<file path="src/rtl/mapu_ctrl_fsm.sv">
// Matrix APU control FSM: accepts one command, walks the element-index beats
// for the datapath, waits out the drain latency and reports completion.
//
// Ports:
//   clk, reset (async, active-high)
//   cmd_valid/cmd_ready/cmd_op/cmd_dim          command handshake
//   elem_valid/elem_ready/elem_row/col/k        element beat stream
//   elem_first/elem_last                        k-run boundaries of an element
//   done/err                                    one-cycle status pulses
//   err_clr                                     leaves the ERR state
//   locked/state/op_count                       probe and statistics outputs
module mapu_ctrl_fsm #(
    parameter int MAX_DIM      = 8,
    parameter int DIM_W        = 4,
    parameter int DRAIN_CYCLES = 4
) (
    input  logic             clk,
    input  logic             reset,
    input  logic             cmd_valid,
    output logic             cmd_ready,
    input  logic [1:0]       cmd_op,
    input  logic [DIM_W-1:0] cmd_dim,
    output logic             elem_valid,
    input  logic             elem_ready,
    output logic [DIM_W-1:0] elem_row,
    output logic [DIM_W-1:0] elem_col,
    output logic [DIM_W-1:0] elem_k,
    output logic             elem_first,
    output logic             elem_last,
    output logic             done,
    output logic             err,
    input  logic             err_clr,
    output logic             locked,
    output logic [7:0]       state,
    output logic [15:0]      op_count
);

    localparam int CNT_W = $clog2(DRAIN_CYCLES + 1);

    localparam logic [1:0] OP_MUL = 2'd1;
    localparam logic [1:0] OP_ILL = 2'd3;

    typedef enum logic [7:0] {
        S_IDLE  = 8'h00,
        S_EXEC  = 8'h02,
        S_DRAIN = 8'h03,
        S_ERR   = 8'hFF
    } state_t;

    state_t             state_q, state_d;
    logic [1:0]         op_q, op_d;
    logic [DIM_W-1:0]   dim_q, dim_d;
    logic [DIM_W-1:0]   row_q, row_d;
    logic [DIM_W-1:0]   col_q, col_d;
    logic [DIM_W-1:0]   k_q, k_d;
    logic [CNT_W-1:0]   cnt_q, cnt_d;
    logic               cmd_ready_q, cmd_ready_d;
    logic               elem_valid_q, elem_valid_d;
    logic               first_q, first_d;
    logic               last_q, last_d;
    logic               done_q, done_d;
    logic               err_q, err_d;
    logic               locked_q, locked_d;
    logic [15:0]        op_count_q, op_count_d;

    logic               illegal;
    logic               hs;
    logic [DIM_W-1:0]   dim_m1;
    logic [DIM_W-1:0]   dim_d_m1;
    logic               k_end;
    logic               col_end;
    logic               row_end;

    assign illegal  = (cmd_op == OP_ILL) ||
                      (cmd_dim == '0) ||
                      (cmd_dim > DIM_W'(MAX_DIM));
    assign hs       = elem_valid_q && elem_ready;
    assign dim_m1   = dim_q - DIM_W'(1);
    assign dim_d_m1 = dim_d - DIM_W'(1);
    // Non-MUL ops hold k at 0, so every beat closes its k-run.
    assign k_end    = (op_q != OP_MUL) || (k_q == dim_m1);
    assign col_end  = (col_q == dim_m1);
    assign row_end  = (row_q == dim_m1);

    always_ff @(posedge clk or posedge reset) begin
        if (reset) begin
            state_q      <= S_IDLE;
            op_q         <= '0;
            dim_q        <= '0;
            row_q        <= '0;
            col_q        <= '0;
            k_q          <= '0;
            cnt_q        <= '0;
            cmd_ready_q  <= 1'b1;
            elem_valid_q <= 1'b0;
            first_q      <= 1'b0;
            last_q       <= 1'b0;
            done_q       <= 1'b0;
            err_q        <= 1'b0;
            locked_q     <= 1'b0;
            op_count_q   <= '0;
        end else begin
            state_q      <= state_d;
            op_q         <= op_d;
            dim_q        <= dim_d;
            row_q        <= row_d;
            col_q        <= col_d;
            k_q          <= k_d;
            cnt_q        <= cnt_d;
            cmd_ready_q  <= cmd_ready_d;
            elem_valid_q <= elem_valid_d;
            first_q      <= first_d;
            last_q       <= last_d;
            done_q       <= done_d;
            err_q        <= err_d;
            locked_q     <= locked_d;
            op_count_q   <= op_count_d;
        end
    end

    always_comb begin
        state_d    = state_q;
        op_d       = op_q;
        dim_d      = dim_q;
        row_d      = row_q;
        col_d      = col_q;
        k_d        = k_q;
        cnt_d      = cnt_q;
        done_d     = 1'b0;
        err_d      = 1'b0;
        op_count_d = op_count_q;

        unique case (state_q)
            S_IDLE: begin
                if (cmd_valid) begin
                    if (illegal) begin
                        state_d = S_ERR;
                        err_d   = 1'b1;
                    end else begin
                        state_d = S_EXEC;
                        op_d    = cmd_op;
                        dim_d   = cmd_dim;
                        row_d   = '0;
                        col_d   = '0;
                        k_d     = '0;
                    end
                end
            end
            S_EXEC: begin
                if (hs) begin
                    if (k_end) begin
                        k_d = '0;
                        if (col_end) begin
                            col_d = '0;
                            if (row_end) begin
                                row_d   = '0;
                                state_d = S_DRAIN;
                                cnt_d   = CNT_W'(DRAIN_CYCLES);
                            end else begin
                                row_d = row_q + DIM_W'(1);
                            end
                        end else begin
                            col_d = col_q + DIM_W'(1);
                        end
                    end else begin
                        k_d = k_q + DIM_W'(1);
                    end
                end
            end
            S_DRAIN: begin
                // Count value 1 marks the final drain cycle.
                if (cnt_q == CNT_W'(1)) begin
                    state_d    = S_IDLE;
                    done_d     = 1'b1;
                    op_count_d = op_count_q + 16'd1;
                end else begin
                    cnt_d = cnt_q - CNT_W'(1);
                end
            end
            S_ERR: begin
                if (err_clr) begin
                    state_d = S_IDLE;
                end
            end
            default: begin
                state_d = S_IDLE;
            end
        endcase

        // Output flags are derived from the next state so they leave flops.
        cmd_ready_d  = (state_d == S_IDLE);
        elem_valid_d = (state_d == S_EXEC);
        locked_d     = (state_d == S_EXEC) || (state_d == S_DRAIN);
        first_d      = elem_valid_d && (k_d == '0);
        last_d       = elem_valid_d &&
                       ((op_d != OP_MUL) || (k_d == dim_d_m1));
    end

    assign cmd_ready  = cmd_ready_q;
    assign elem_valid = elem_valid_q;
    assign elem_row   = row_q;
    assign elem_col   = col_q;
    assign elem_k     = k_q;
    assign elem_first = first_q;
    assign elem_last  = last_q;
    assign done       = done_q;
    assign err        = err_q;
    assign locked     = locked_q;
    assign state      = state_q;
    assign op_count   = op_count_q;

endmodule

</file>
<file path="config.mk">
export PLATFORM = sky130hd
export DESIGN_NAME = mapu_ctrl_fsm
export DESIGN_NICKNAME = d
export VERILOG_FILES = /design/src/rtl/mapu_ctrl_fsm.sv
export SDC_FILE = /design/constraint.sdc
export NUM_CORES = 1
export LEC_CHECK = 0
export CAP_MARGIN = 15
export CORE_MARGIN = 2
export CORE_UTILIZATION = 56
export DETAILED_ROUTE_END_ITERATION = 12
export PLACE_DENSITY = 0.88
export SETUP_SLACK_MARGIN = 0.2
export SYNTH_ARGS = -nofsm -noshare
export SYNTH_HDL_FRONTEND = slang
export SYNTH_SLANG_ARGS = --single-unit
</file>
<file path="constraint.sdc">
create_clock -name clk -period 5.5 [get_ports clk]
set_input_delay 1.1 -clock clk [delete_from_list [all_inputs] [get_ports clk]]
set_output_delay 1.1 -clock clk [all_outputs]
set_load 0.005 [all_outputs]
</file>
==> results.py, run 1 <==
metrics = {
    "timing": {
        "finalCriticalPeriod_ps": 3380,
        "slew_violations": 0,
        "worst_clock_skew_ps": 13.4,
        "finalCritPeriodShare": 0.615,
        "final.setup.worst_slack_ps": 2120,
        "holdWs_ps": 475,
        "max_slew_margin": 0.429,
        "rsz0062_at_grt": "no",
        "tns_ps": 0,
        "maxClockFrequency_mhz": 296,
        "tightest_slew_ps": 850,
        "hold_viol": 0,
        "finalSetupViolations": 0,
    },
    "placement": {
        "portBuffers": 53,
        "place.gp.congestion": 0.846,
        "hpwl_mm": 4.54,
        "dp_cells": 386,
        "pre_cts_ws_ps": 1810,
    },
    "floorplan": {
        "core_area_um2": 4720,
        "start_util": 0.583,
        "dieArea_um2": 5490,
        "rows": 25,
        "num_io_pins": 54,
        "die-width_um": 74.1,
        "die_h_um": 74.1,
    },
    "critical_path": {
        "cp-start-kind": "input port",
        "crit_path_end_kind": "register",
        "crit_family": "simple AND/OR/NAND/NOR gates",
        "r2r_slack_ps": 2600,
        "ff2ff_path_depth": 10,
        "cpPeakStageDelay_ps": 480,
        "cp-startpoint": "cmd_dim[1]",
        "cp-endpoint": "elem_last",
        "timing.rr.start": "dim_q[0]",
        "r2r-end": "elem_first",
        "critical_path_depth": 11,
        "critPathArrivalTime_ps": 3610,
        "worst-path-buf-inv": 1,
        "cp.required_ps": 5720,
        "crit_path_top_delay_cell": "nor2_1",
        "path_class": "input port to register",
        "critPathMaxFanout": 8,
        "cp_cell_sequence": "clkdlybuf4s50_1, o31ai_1, nand3_1, nor2_1, nand2_1, o21a_1, ha_1, xor2_1, xnor2_1, a21oi_1, nor3_1",
    },
    "global_routing": {
        "grtUsageTotal": 0.241,
        "grt_pass1_wl_mm": 10.1,
        "grt_pass1_vias": 2201,
        "antenna_found_initial": 0,
        "grt.overflow.total": 0,
        "grt_max_degree": 53,
    },
    "synthesis": {
        "synth_edf_count": 0,
        "yosys.cell_types.count": 51,
        "synth_fp_nets": 289,
        "ys.flop_type": "dfrtp_1",
        "synthArstFlopShare": 1.00,
        "synth.avg_cell_area_um2": 10.2,
        "seq_area_frac_synth": 0.473,
        "synthCells": 270,
        "synth_seq_cells": 52,
        "ys_warn_count": 0,
        "syn-cell-area_um2": 2750,
    },
    "clock_tree": {
        "cts_buffer_depth": 2,
        "cts_buffers": 5,
        "clkTransAtPathRegs_ps": 100,
        "clkLatencyLatePin_ps": 310,
        "clock-sinks": 52,
        "cts_resized": 0,
        "cts_tree": "built",
        "ctsHoldBuffers": 0,
        "cts_root_buf": "clkbuf_8",
        "cts_setup_buffers": 0,
        "cts_htree_levels": 2,
    },
    "detailed_routing": {
        "drc": 0,
        "wl_mm": 5.95,
        "antenna_left": 0,
        "drtIter0Drc": 147,
        "viasPerCell": 5.60,
        "firstDrtPassIters": 4,
        "routedWlPerCell_um": 15.1,
        "dr_total_vias": 2211,
    },
    "final_layout": {
        "n_antenna_cell": 0,
        "fin_cells": 395,
        "syn2layout_area_growth_pct": 25.9,
        "final_cell_mix": "clkdlybuf4s50_1 (53), dfrtp_1 (51), nand2_1 (26), xnor2_1 (19)",
        "nets": 346,
        "drive_gt1_frac": 0.0793,
        "mostFrequentLayoutCell": "clkdlybuf4s50_1",
    },
    "power": {
        "worst_ir_drop_vdd_v": 0.000309,
        "p_leak_nw": 1.53,
        "p_per_area_nw_per_um2": 507,
    },
    "run_status": {
        "status": "finished, final reports clean",
    },
    "min_path": {
        "holdCritPathClass": "register to register",
    },
    "run": {
        "maxCapViolations": 0,
    },
}
-- power breakdown --
part / internal (W) / switching [W]
logic: 0.000444 / 0.000492
registers: 0.000482 / 0.000115
clock network: 0.0000927 / 0.000131
-- flip-flops by register name, summed over array words and instances (netlist names) --
signal,flops
elem_col,4
elem_first,1
elem_valid,1
elem_last,1
state,8
op_count,16
elem_k,4
locked,1
done,1
op_q,2
err,1
dim_q,4
cnt_q,3
cmd_ready,1
elem_row,4
-- Yosys cell counts, drive strengths merged, types with 2 or more instances --
library cell | instances | area [um^2]
dfrtp | 51 | 1280
nor2 | 15 | 56.3
xnor2 | 19 | 166
nand2b | 5 | 33.8
or4 | 2 | 18.8
nand3 | 11 | 55.1
a41oi | 2 | 17.5
nand2 | 26 | 97.6
inv | 16 | 60.1
and3 | 7 | 43.8
or3 | 2 | 17.5
o21ai | 16 | 80.1
mux2 | 7 | 78.8
clkbuf | 4 | 16.3
ha | 8 | 100
o21a | 4 | 30.0
o221ai | 2 | 17.5
nor4 | 2 | 12.5
nand4 | 7 | 50.1
a21oi | 15 | 78.8
xor2 | 13 | 114
a31oi | 2 | 12.5
o31ai | 3 | 27.5
nor3 | 12 | 76.3
xnor3 | 3 | 67.6
-- through the flow --
step / util / cell area (um^2) / power, W
4_1_cts: 0.729 / 3440 / 0.00176
3_5_place_dp: 0.709 / 3350 / 0.00153
5_1_grt: 0.734 / 3460 / 0.00189
3_3_place_gp: 0.709 / 3350 / 0.00149
2_1_floorplan: - / 2750 / 0.00124
6_report: 0.734 / 3460 / 0.00176
-- how the worst min path moves through the flow --
stage                            start            to  slack (ps)  cells after the start
after floorplan               cnt_q[2]      cnt_q[2]         440                      1
after global placement    op_count[15]  op_count[15]         460                      1
after detailed placement  op_count[15]  op_count[15]         460                      1
after CTS                 op_count[15]  op_count[15]         480                      1
after global routing      op_count[15]  op_count[15]         490                      1
final                     op_count[15]  op_count[15]         470                      1
-- worst reg2reg max path: stages (launching register included) --
cell and delay [ps]:
dfrtp_1 520, inv_1 130, ha_1 250, xnor2_1 290
xor2_1 180, nand4_1 180, o31ai_2 510, a21oi_1 180
nor2_1 180, nand2_1 130, nor4b_1 250
-- kinds of logic after synthesis --
logic type,synth area share
flip-flops,0.473
AND/OR/NAND/NOR,0.187
multiplexers,0.0323
AO/OA/AOI/OAI,0.117
XOR/XNOR,0.126
buffers and inverters,0.0277
adder cells (fa/ha/maj),0.0364
-- per-layer routing --
layer | wire length (um) | GRT usage | up-vias
li1 | - | - | 1064
met1 | 2660 | 0.326 | 1078
met2 | 2970 | 0.398 | 59
met3 | 236 | 0.0407 | 10
met4 | 86 | 0.0788 | 0
met5 | 0 | 0 | -
-- area by class of cell --
cell class,count,area (um^2)
flip-flops and latches,52,1300
clock inverters,3,26.3
fillers,358,1260
well taps,67,83.8
inverters,16,60.1
clock buffers,5,68.8
multi-input cells,198,1370
repair buffers,54,551
Power figures use the tool's default switching activity.
==> run 2, diff against run 1 <==
--- a/config.mk
+++ b/config.mk
@@ -7,9 +7,9 @@
 export LEC_CHECK = 0
 export CAP_MARGIN = 15
 export CORE_MARGIN = 2
-export CORE_UTILIZATION = 56
+export CORE_UTILIZATION = 52
 export DETAILED_ROUTE_END_ITERATION = 12
-export PLACE_DENSITY = 0.88
+export PLACE_DENSITY = 0.82
 export SETUP_SLACK_MARGIN = 0.2
 export SYNTH_ARGS = -nofsm -noshare
 export SYNTH_HDL_FRONTEND = slang
==> constraint.sdc (replaced) <==
create_clock -name clk -period 3.3 [get_ports clk]
set_input_delay 0.66 -clock clk [delete_from_list [all_inputs] [get_ports clk]]
set_output_delay 0.66 -clock clk [all_outputs]
set_load 0.005 [all_outputs]
==> run 2 against run 1 <==
Net effect:
- flip-flop and latch count unchanged
- combinational power increased by 73%
- first-iteration DRC count decreased by 27%
- largest power group unchanged
- highest routed layer unchanged
==> results.py, run 2 (synthesis results as in run 1) <==
metrics = {
    "run_status": {
        "status": "finished, final reports clean",
    },
    "critical_path": {
        "cp-start-kind": "input port",
        "critPathArrivalTime_ps": 3070,
        "cp_cell_sequence": "clkdlybuf4s50_1, o31ai_1, nand3_1, nor2_2, nand2_1, o21a_1, ha_1, xor2_1, xnor2_1, a21oi_1, nor3_1",
        "ff2ff_path_depth": 9,
        "worst-path-buf-inv": 1,
        "cp.required_ps": 3520,
        "critPathMaxFanout": 8,
        "crit_path_top_delay_cell": "clkdlybuf4s50_1",
        "critical_path_depth": 11,
        "crit_family": "simple AND/OR/NAND/NOR gates",
        "crit_path_end_kind": "register",
        "cpPeakStageDelay_ps": 460,
        "path_class": "input port to register",
    },
    "timing": {
        "finalSetupViolations": 0,
        "tightest_slew_ps": 545,
        "hold_viol": 0,
        "finalCriticalPeriod_ps": 2850,
        "max_slew_margin": 0.637,
        "maxClockFrequency_mhz": 351,
        "rsz0062_at_grt": "no",
        "worst_clock_skew_ps": 7.18,
        "slew_violations": 0,
        "tns_ps": 0,
        "finalCritPeriodShare": 0.863,
    },
    "detailed_routing": {
        "drc": 0,
        "routedWlPerCell_um": 14.3,
        "firstDrtPassIters": 4,
        "wl_met2_mm": 2.75,
        "drtIter0Drc": 108,
        "wl_mm": 5.75,
        "antenna_left": 0,
        "dr_total_vias": 2221,
        "highest_layer": "met4",
        "viasPerCell": 5.52,
        "wl_met1_mm": 2.61,
        "dr_wl_met3_um": 265,
    },
    "clock_tree": {
        "cts_buffers": 5,
        "cts_tree": "built",
        "clock-sinks": 52,
        "cts_root_buf": "clkbuf_8",
        "cts_htree_levels": 2,
        "clkLatencyLatePin_ps": 310,
        "cts_setup_buffers": 0,
        "clkTransAtPathRegs_ps": 100,
        "cts_buffer_depth": 2,
    },
    "run": {
        "maxCapViolations": 0,
    },
    "floorplan": {
        "rows": 26,
        "die_h_um": 76.7,
        "die-width_um": 76.7,
        "core_area_um2": 5110,
        "num_io_pins": 54,
        "start_util": 0.539,
        "dieArea_um2": 5890,
    },
    "final_layout": {
        "syn2layout_area_growth_pct": 27.5,
        "n_antenna_cell": 0,
        "final_cell_mix": "clkdlybuf4s50_1 (53), dfrtp_1 (51), nand2_1 (26), xnor2_1 (19)",
        "ff_latch_area_um2": 1300,
        "mostFrequentLayoutCell": "clkdlybuf4s50_1",
        "final.fill_count": 412,
        "multiInputGateArea_um2": 1380,
        "largest_register_ffs": 16,
        "nets": 350,
        "drive_gt1_frac": 0.0934,
    },
    "global_routing": {
        "grt_max_degree": 44,
        "grt_pass1_wl_mm": 10.0,
        "grt_pass1_vias": 2120,
        "grt.overflow.total": 0,
        "grtUsageTotal": 0.212,
        "antenna_found_initial": 0,
    },
    "power": {
        "p_per_area_nw_per_um2": 873,
        "power_w": 0.00306,
        "p_leak_nw": 1.57,
        "worst_ir_drop_vdd_v": 0.000579,
    },
    "placement": {
        "place.gp.congestion": 0.807,
        "hpwl_mm": 4.43,
        "portBuffers": 53,
    },
    "min_path": {
        "holdCritPathClass": "register to register",
        "min_path_cells": 1,
    },
}
## run 2: final cells by class
class | count | share of cell area
tap | 70 | 0.0250
timing repair buffer | 58 | 0.162
multi-input combinational | 198 | 0.392
sequential | 52 | 0.371
clock buffer | 5 | 0.0196
inverter | 16 | 0.0171
clock inverter | 3 | 0.0132
## run 2: repair_timing
item,4_1_cts,5_1_grt
hold endpoints to repair,0,0
hold buffers,0,0
resized for setup,0,1
setup endpoints to repair,0,1
## run 2: where the power goes
group	internal [W]	switching, W
combinational	0.000798	0.000827
clock	0.000230	0.000220
sequential	0.000803	0.000184
total	0.00183	0.00123
## run 2: per-stage QoR
stage | cell area, um^2 | util | setup WS (ps) | std cells | hold WS, ps
6_report | 3510 | 0.687 | 452 | 402 | 475
5_1_grt | 3510 | 0.687 | 291 | 402 | 508
4_1_cts | 3510 | 0.686 | 332 | 402 | 479
3_5_place_dp | 3390 | 0.664 | 31.5 | 394 | 464
3_3_place_gp | 3390 | 0.664 | 227 | 394 | 459
2_1_floorplan | 2750 | - | 724 | 270 | 442
## run 2: worst register-to-register path: cells and delay by family (launching register included)
kind	cells	cell delay, ps
simple gates	3	600
flops	1	480
buf+inv	1	130
compound gates	3	790
fa+ha+maj	1	410
xor+xnor	1	190
## run 2: worst paths after layout
| kind | slack [ps] | to | start |
|---|---|---|---|
| min reg2reg | 470 | op_count[15] | op_count[15] |
| max reg2reg | 590 | elem_first | dim_q[0] |
| max in group asynchronous | 1940 | cmd_ready | reset |
| min | 470 | op_count[15] | op_count[15] |
| max | 450 | elem_last | cmd_dim[1] |
| min in group asynchronous | 560 | op_count[4] | reset |
## run 2: layer usage
layer / GRT usage / up-vias
li1: - / 1075
met4: 0.0818 / 0
met1: 0.287 / 1073
met5: 0 / -
met3: 0.0424 / 9
met2: 0.337 / 64
==> run 3, diff against run 2 <==
--- a/config.mk
+++ b/config.mk
@@ -14,3 +14,4 @@
 export SYNTH_ARGS = -nofsm -noshare
 export SYNTH_HDL_FRONTEND = slang
 export SYNTH_SLANG_ARGS = --single-unit
+export TNS_END_PERCENT = 50
==> results of run 3 <==
No change in the layout: final DEF, timing and power equal those of run 2.
